## config.mk

```make
export PLATFORM = sky130hd
export DESIGN_NAME = vball_gfx_rom_resp
export DESIGN_NICKNAME = d
export VERILOG_FILES = /design/src/rtl/vball_gfx_rom_resp.sv
export SDC_FILE = /design/constraint.sdc
export NUM_CORES = 1
export LEC_CHECK = 0
export BUFFER_PORTS_ARGS = -buffer_cell sky130_fd_sc_hd__buf_4
export CAP_MARGIN = 20
export CORE_MARGIN = 2
export CORE_UTILIZATION = 46
export DETAILED_ROUTE_END_ITERATION = 8
export GPL_TIMING_DRIVEN = 0
export MAX_ROUTING_LAYER = met4
export PLACE_DENSITY = 0.72
export SYNTH_ARGS = -nofsm -noshare
export SYNTH_HDL_FRONTEND = slang
export SYNTH_SLANG_ARGS = --single-unit
export TNS_END_PERCENT = 5
```

## constraint.sdc

```tcl
create_clock -name clk_sys -period 3.85 [get_ports clk_sys]
set_clock_uncertainty 0.2 [all_clocks]
set_input_delay 0 -clock clk_sys [delete_from_list [all_inputs] [get_ports clk_sys]]
set_output_delay 0 -clock clk_sys [all_outputs]
set_load 0.02 [all_outputs]
```

## src/rtl/vball_gfx_rom_resp.sv

```systemverilog
// vball_gfx_rom_resp
// Turns a renderer byte request into a ROM/SDRAM word fetch and returns the
// selected byte.
//
// A rising edge on gfx_read starts a fetch. The byte address is latched, and
// its word address is placed on rom_addr. rom_req then stays high until
// rom_ack. The byte chosen by gfx_addr[0] is loaded into gfx_data. A deadline
// counter pulses 'late' once if the ack has not arrived after DEADLINE cycles.
// A rise that arrives while a fetch is in progress is dropped and also pulses
// 'late'.
//
// Optional feature: define VBALL_GFX_CACHE_EN to enable a one-word cache.
// The cache holds the last fetched word and its tag. A request that hits
// the cache finishes without a memory request.
//
// Ports:
//   clk_sys   in   1   system clock, rising edge
//   reset     in   1   asynchronous, active-high reset
//   gfx_addr  in  19   renderer byte address ([18:1] word, [0] byte)
//   gfx_read  in   1   request level; a 0->1 transition starts a fetch
//   gfx_data  out  8   returned byte, held until the next fetch completes
//   rom_addr  out 18   word address to memory
//   rom_req   out  1   memory request, held until acknowledged
//   rom_ack   in   1   memory acknowledge, rom_data valid in the same cycle
//   rom_data  in  16   memory word ([7:0] byte 0, [15:8] byte 1)
//   late      out  1   one-cycle error pulse (deadline miss or dropped request)
module vball_gfx_rom_resp #(
  parameter int DEADLINE = 8
) (
  input  logic        clk_sys,
  input  logic        reset,
  input  logic [18:0] gfx_addr,
  input  logic        gfx_read,
  output logic [7:0]  gfx_data,
  output logic [17:0] rom_addr,
  output logic        rom_req,
  input  logic        rom_ack,
  input  logic [15:0] rom_data,
  output logic        late
);

  localparam logic [1:0] S_IDLE  = 2'd0;
  localparam logic [1:0] S_ISSUE = 2'd1;
  localparam logic [1:0] S_WAIT  = 2'd2;
  localparam logic [1:0] S_DONE  = 2'd3;

  // dcnt is 4 bits wide and saturates at 15. A deadline above 15 can never
  // be reached, so it maps to a value the counter cannot hold.
  localparam logic [4:0] DEADLINE_CMP = (DEADLINE > 15) ? 5'd31 : 5'(DEADLINE);

  logic [1:0]  state_q, state_d;
  logic        read_q, read_d;
  logic [18:0] addr_q, addr_d;
  logic [3:0]  dcnt_q, dcnt_d;
  logic [15:0] word_q, word_d;
  logic [7:0]  gfx_data_q, gfx_data_d;
  logic [17:0] rom_addr_q, rom_addr_d;
  logic        rom_req_q, rom_req_d;
  logic        late_q, late_d;
  logic        late_seen_q, late_seen_d;
`ifdef VBALL_GFX_CACHE_EN
  logic [17:0] tag_q, tag_d;
  logic        valid_q, valid_d;
`endif

  logic rise;
  logic ack_ok;
  logic hit;

  assign rise   = gfx_read & ~read_q;
  // An ack is accepted only while a request is actually outstanding. An ack
  // that belongs to a request abandoned by reset is therefore ignored.
  assign ack_ok = rom_ack & rom_req_q & (state_q == S_WAIT);

`ifdef VBALL_GFX_CACHE_EN
  assign hit = valid_q & (gfx_addr[18:1] == tag_q);
`else
  assign hit = 1'b0;
`endif

  always_comb begin
    state_d     = state_q;
    read_d      = gfx_read;
    addr_d      = addr_q;
    dcnt_d      = dcnt_q;
    word_d      = word_q;
    gfx_data_d  = gfx_data_q;
    rom_addr_d  = rom_addr_q;
    rom_req_d   = rom_req_q;
    late_d      = 1'b0;
    late_seen_d = late_seen_q;
`ifdef VBALL_GFX_CACHE_EN
    tag_d       = tag_q;
    valid_d     = valid_q;
`endif

    // The deadline counter runs while a memory fetch is outstanding. The
    // late_seen flag limits each fetch to a single deadline pulse.
    if (state_q == S_ISSUE || state_q == S_WAIT) begin
      if (dcnt_q != 4'hF) dcnt_d = dcnt_q + 4'd1;
      if (!ack_ok && !late_seen_q && ({1'b0, dcnt_q} == DEADLINE_CMP)) begin
        late_d      = 1'b1;
        late_seen_d = 1'b1;
      end
    end

    case (state_q)
      S_IDLE: begin
        if (rise) begin
          addr_d      = gfx_addr;
          dcnt_d      = 4'd0;
          late_seen_d = 1'b0;
          if (hit) begin
            gfx_data_d = gfx_addr[0] ? word_q[15:8] : word_q[7:0];
            state_d    = S_DONE;
          end else begin
            state_d = S_ISSUE;
          end
        end
      end
      S_ISSUE: begin
        rom_addr_d = addr_q[18:1];
        rom_req_d  = 1'b1;
        state_d    = S_WAIT;
      end
      S_WAIT: begin
        if (ack_ok) begin
          rom_req_d  = 1'b0;
          word_d     = rom_data;
          gfx_data_d = addr_q[0] ? rom_data[15:8] : rom_data[7:0];
          state_d    = S_DONE;
`ifdef VBALL_GFX_CACHE_EN
          tag_d      = addr_q[18:1];
          valid_d    = 1'b1;
`endif
        end
      end
      default: begin
        state_d = S_IDLE;
      end
    endcase

    // A new request is dropped while a fetch is in progress, but it is
    // reported so that the renderer can see the overrun.
    if (rise && state_q != S_IDLE) late_d = 1'b1;
  end

  always_ff @(posedge clk_sys or posedge reset) begin
    if (reset) begin
      state_q     <= S_IDLE;
      read_q      <= 1'b0;
      addr_q      <= '0;
      dcnt_q      <= '0;
      word_q      <= '0;
      gfx_data_q  <= '0;
      rom_addr_q  <= '0;
      rom_req_q   <= 1'b0;
      late_q      <= 1'b0;
      late_seen_q <= 1'b0;
`ifdef VBALL_GFX_CACHE_EN
      tag_q       <= '0;
      valid_q     <= 1'b0;
`endif
    end else begin
      state_q     <= state_d;
      read_q      <= read_d;
      addr_q      <= addr_d;
      dcnt_q      <= dcnt_d;
      word_q      <= word_d;
      gfx_data_q  <= gfx_data_d;
      rom_addr_q  <= rom_addr_d;
      rom_req_q   <= rom_req_d;
      late_q      <= late_d;
      late_seen_q <= late_seen_d;
`ifdef VBALL_GFX_CACHE_EN
      tag_q       <= tag_d;
      valid_q     <= valid_d;
`endif
    end
  end

  assign gfx_data = gfx_data_q;
  assign rom_addr = rom_addr_q;
  assign rom_req  = rom_req_q;
  assign late     = late_q;

endmodule

```

==> impl_metrics.env <==
export IMPL_worstMarginPinSlew_ns=0.4142
export IMPL_startpoint_type="flip-flop"
export IMPL_p_seq_share_pct=40.1
export IMPL_synth_distinct_cells=27
export IMPL_synth_xor_area_share_pct=0
export IMPL_cts_sinks=55
export IMPL_clockRootBuffer="clkbuf_8"
export IMPL_insertion_delay_ns=0.30
export IMPL_power_frac_comb_pct=47.9
export IMPL_drtAntennaViolNets=0
export IMPL_synth_edf_count=0
export IMPL_max_vdd_ir_drop_v=0.0004622
export IMPL_power_share_clock_pct=12.0
export IMPL_synthAdderAreaFrac_pct=3.212
export IMPL_fin_crit_ns=1.839
export IMPL_path_buf_inv=3
export IMPL_grt_pass1_wl_mm=7.948
export IMPL_critPathKind="reg -> reg"
export IMPL_drive_gt1_share_pct=43.12
export IMPL_port_buffers=66
export IMPL_fin_crit_sh_pct=47.76
export IMPL_slew_headroom_pct=72.38
export IMPL_p_sw_mw=0.8833
export IMPL_ctsLongestPathBuffers=2
export IMPL_path_clk_slew_ns=0.09
export IMPL_maxCapViolCount=0
export IMPL_avgSynthCellArea_um2=14.34
export IMPL_drt_iter0_markers=67
export IMPL_track_usage_pct=19.27
export IMPL_fill_cells=376
export IMPL_critical_path_required_ns=3.84
export IMPL_routedWlPerCell_um=14.23
export IMPL_fp_dieH_um=75.28
export IMPL_tns_ns=0
export IMPL_worst_setup_path_end_kind="flip-flop"
export IMPL_synth_compound_area_share_pct=4.069
export IMPL_grt_util_met2_pct=31.88
export IMPL_dr_total_vias=1645
export IMPL_path_delay_family="buffers and inverters"
export IMPL_synthArstFlopShare_pct=100.0
export IMPL_cp_slowest_cell="dfrtp_1"
export IMPL_fp_dieArea_um2=5667
export IMPL_synth_ff_type="dfrtp_1"
export IMPL_multi_input_area_um2=893.4
export IMPL_core_area_um2=4817
export IMPL_grt_ovfl_total=0
export IMPL_synth_top_family_by_area="multiplexers"
export IMPL_synth_area_um2=2337
export IMPL_pin_count=67
export IMPL_outcome="finished, final reports clean"
export IMPL_wirelength_mm=4.881
export IMPL_grt_busiest_layer="met2"
export IMPL_pre_cts_slack_ns=2.002
export IMPL_gp_congestion=0.7344
export IMPL_internal_power_mw=1.655
export IMPL_place_hpwl_mm=3.121
export IMPL_critPathMaxStageDelay_ns=0.42
export IMPL_rsz0062_at_grt="false"
export IMPL_gr_usage_met1_pct=23.56
export IMPL_antenna_found_initial=0
export IMPL_nets=320
export IMPL_synth_nets=208
export IMPL_hold_violations=0
export IMPL_finalMaxSlewViolations=0
export IMPL_worst_path_max_fanout=10
export IMPL_synth_simple_gate_area_share_pct=5.835
export IMPL_drc=0
export IMPL_htree_levels=2
export IMPL_fin_ws_ns=2.011
export IMPL_ys_ff_latch=55
export IMPL_chipWidth_um=75.28
export IMPL_sw_frac_of_total_pct=34.80
export IMPL_arrival_ns=1.83
export IMPL_diodes=0
export IMPL_start_util_pct=48.52
export IMPL_crit_chain="inv_1, ha_1, buf_2, buf_2, mux2_2"
export IMPL_setup_viol=0
export IMPL_ys_seq_area_share_pct=58.89
export IMPL_post_cts_buffers=0
export IMPL_use_met3_pct=4.685
export IMPL_crit_path_frequent_cell="buf_2"
export IMPL_vias_per_cell=4.796
export IMPL_cts_buffers=5
export IMPL_cts_resized=0
export IMPL_leakage_nw=1.706
export IMPL_grt_max_degree=39
export IMPL_syn_to_final_growth_pct=45.56
export IMPL_seq_area_um2=1376
export IMPL_cts_tree="built"
export IMPL_ctsHoldBuffers=38
export IMPL_grt_pass1_vias=1704
export IMPL_netlist_instances=163
export IMPL_timing_fmax_mhz=543.9
export IMPL_rows=25
export IMPL_power_density_nw_per_um2=746.1
export IMPL_synth_warnings=0
export IMPL_yosys_mux_area_fraction_pct=25.11
export IMPL_drtPass1Iterations=4
export IMPL_hp_class="in -> async"
==> final cells by class <==
type | instances | area share, %
buffer | 6 | 1.214
clock buffer | 6 | 2.133
clock inverter | 2 | 0.3678
inverter | 7 | 0.7723
multi-input combinational | 95 | 26.26
sequential | 55 | 40.46
tap | 67 | 2.464
timing repair buffer | 105 | 26.33
==> registers in the layout (all words and copies together), names as in the netlist <==
register,cells
rom_req,1
late_seen_q,1
late,1
rom_addr,18
read_q,1
dcnt_q,4
addr_q,19
gfx_data,8
state_q,2
==> tightest hold or removal path, delay by kind of cell <==
kind | cells | cell delay [ns]
buf+inv | 3 | 0.96
==> Yosys cell counts, types with 2 or more instances <==
master	number	area share (%)
o21ai_0	8	1.7
buf_2	3	0.64
buf_6	2	0.96
dfrtp_1	55	59
inv_1	7	1.1
nand2_1	15	2.4
ha_1	6	3.2
mux2_4	13	8.4
mux2i_1	11	4.7
nand3_1	2	0.43
mux2_2	25	12
==> placed cells by master, fill, tap and decap left out, types with 6 or more instances in the layout <==
| master | instances |
|---|---|
| buf_4 | 66 |
| dfrtp_1 | 55 |
| dlygate4sd3_1 | 38 |
| mux2_2 | 25 |
| nand2_1 | 15 |
| mux2_4 | 13 |
| mux2i_1 | 11 |
| o21ai_0 | 8 |
| inv_1 | 6 |
| ha_1 | 6 |
==> layer usage <==
metal / wire (um) / up-vias
met4: 79 / 0
met2: 2556 / 38
li1: - / 786
met1: 2072 / 812
met3: 173 / 9
met5: 0 / -
==> path summary, 6_finish.rpt <==
check	slack, ns	endpoint	cells after the start	startpoint
max	2.01	rom_addr[4]	5	state_q[1]
min	0.04	rom_addr[15]	3	reset
max reg2reg	2.01	rom_addr[4]	5	state_q[1]
min reg2reg	0.25	late	1	late_seen_q
max in group asynchronous	2.87	state_q[0]	4	reset
min in group clk_sys	0.18	read_q	2	gfx_read
==> cell families (layout without fill, tap and decap cells) <==
family          count (synthesis)  count (layout)
mux                            49              49
buf+inv                        13             126
flops                          55              55
fa+ha+maj                       6               6
compound gates                 15              15
simple gates                   25              25
==> power by group through the flow <==
stage	logic, mW	registers, mW	clock network [mW]
global route	1.32	1.06	0.343
finish	1.22	1.02	0.305
CTS	1.23	1.02	0.318
detailed placement	1.17	1.03	0
global placement	1.14	1.02	0
floorplan	0.621	1.17	0
==> stage by stage <==
step	power [mW]	instance area (um2)	hold WS (ns)	utilization [%]	std cells
after floorplan	1.796	2337	-0.1686	-	163
after global placement	2.159	2917	-0.04700	60.55	296
after detailed placement	2.197	2937	-0.1780	60.96	297
after CTS	2.566	3402	0.04396	70.62	343
after global routing	2.723	3402	0.06823	70.62	343
final	2.538	3402	0.03826	70.62	343
No activity file was read; power rests on OpenSTA's default activity.
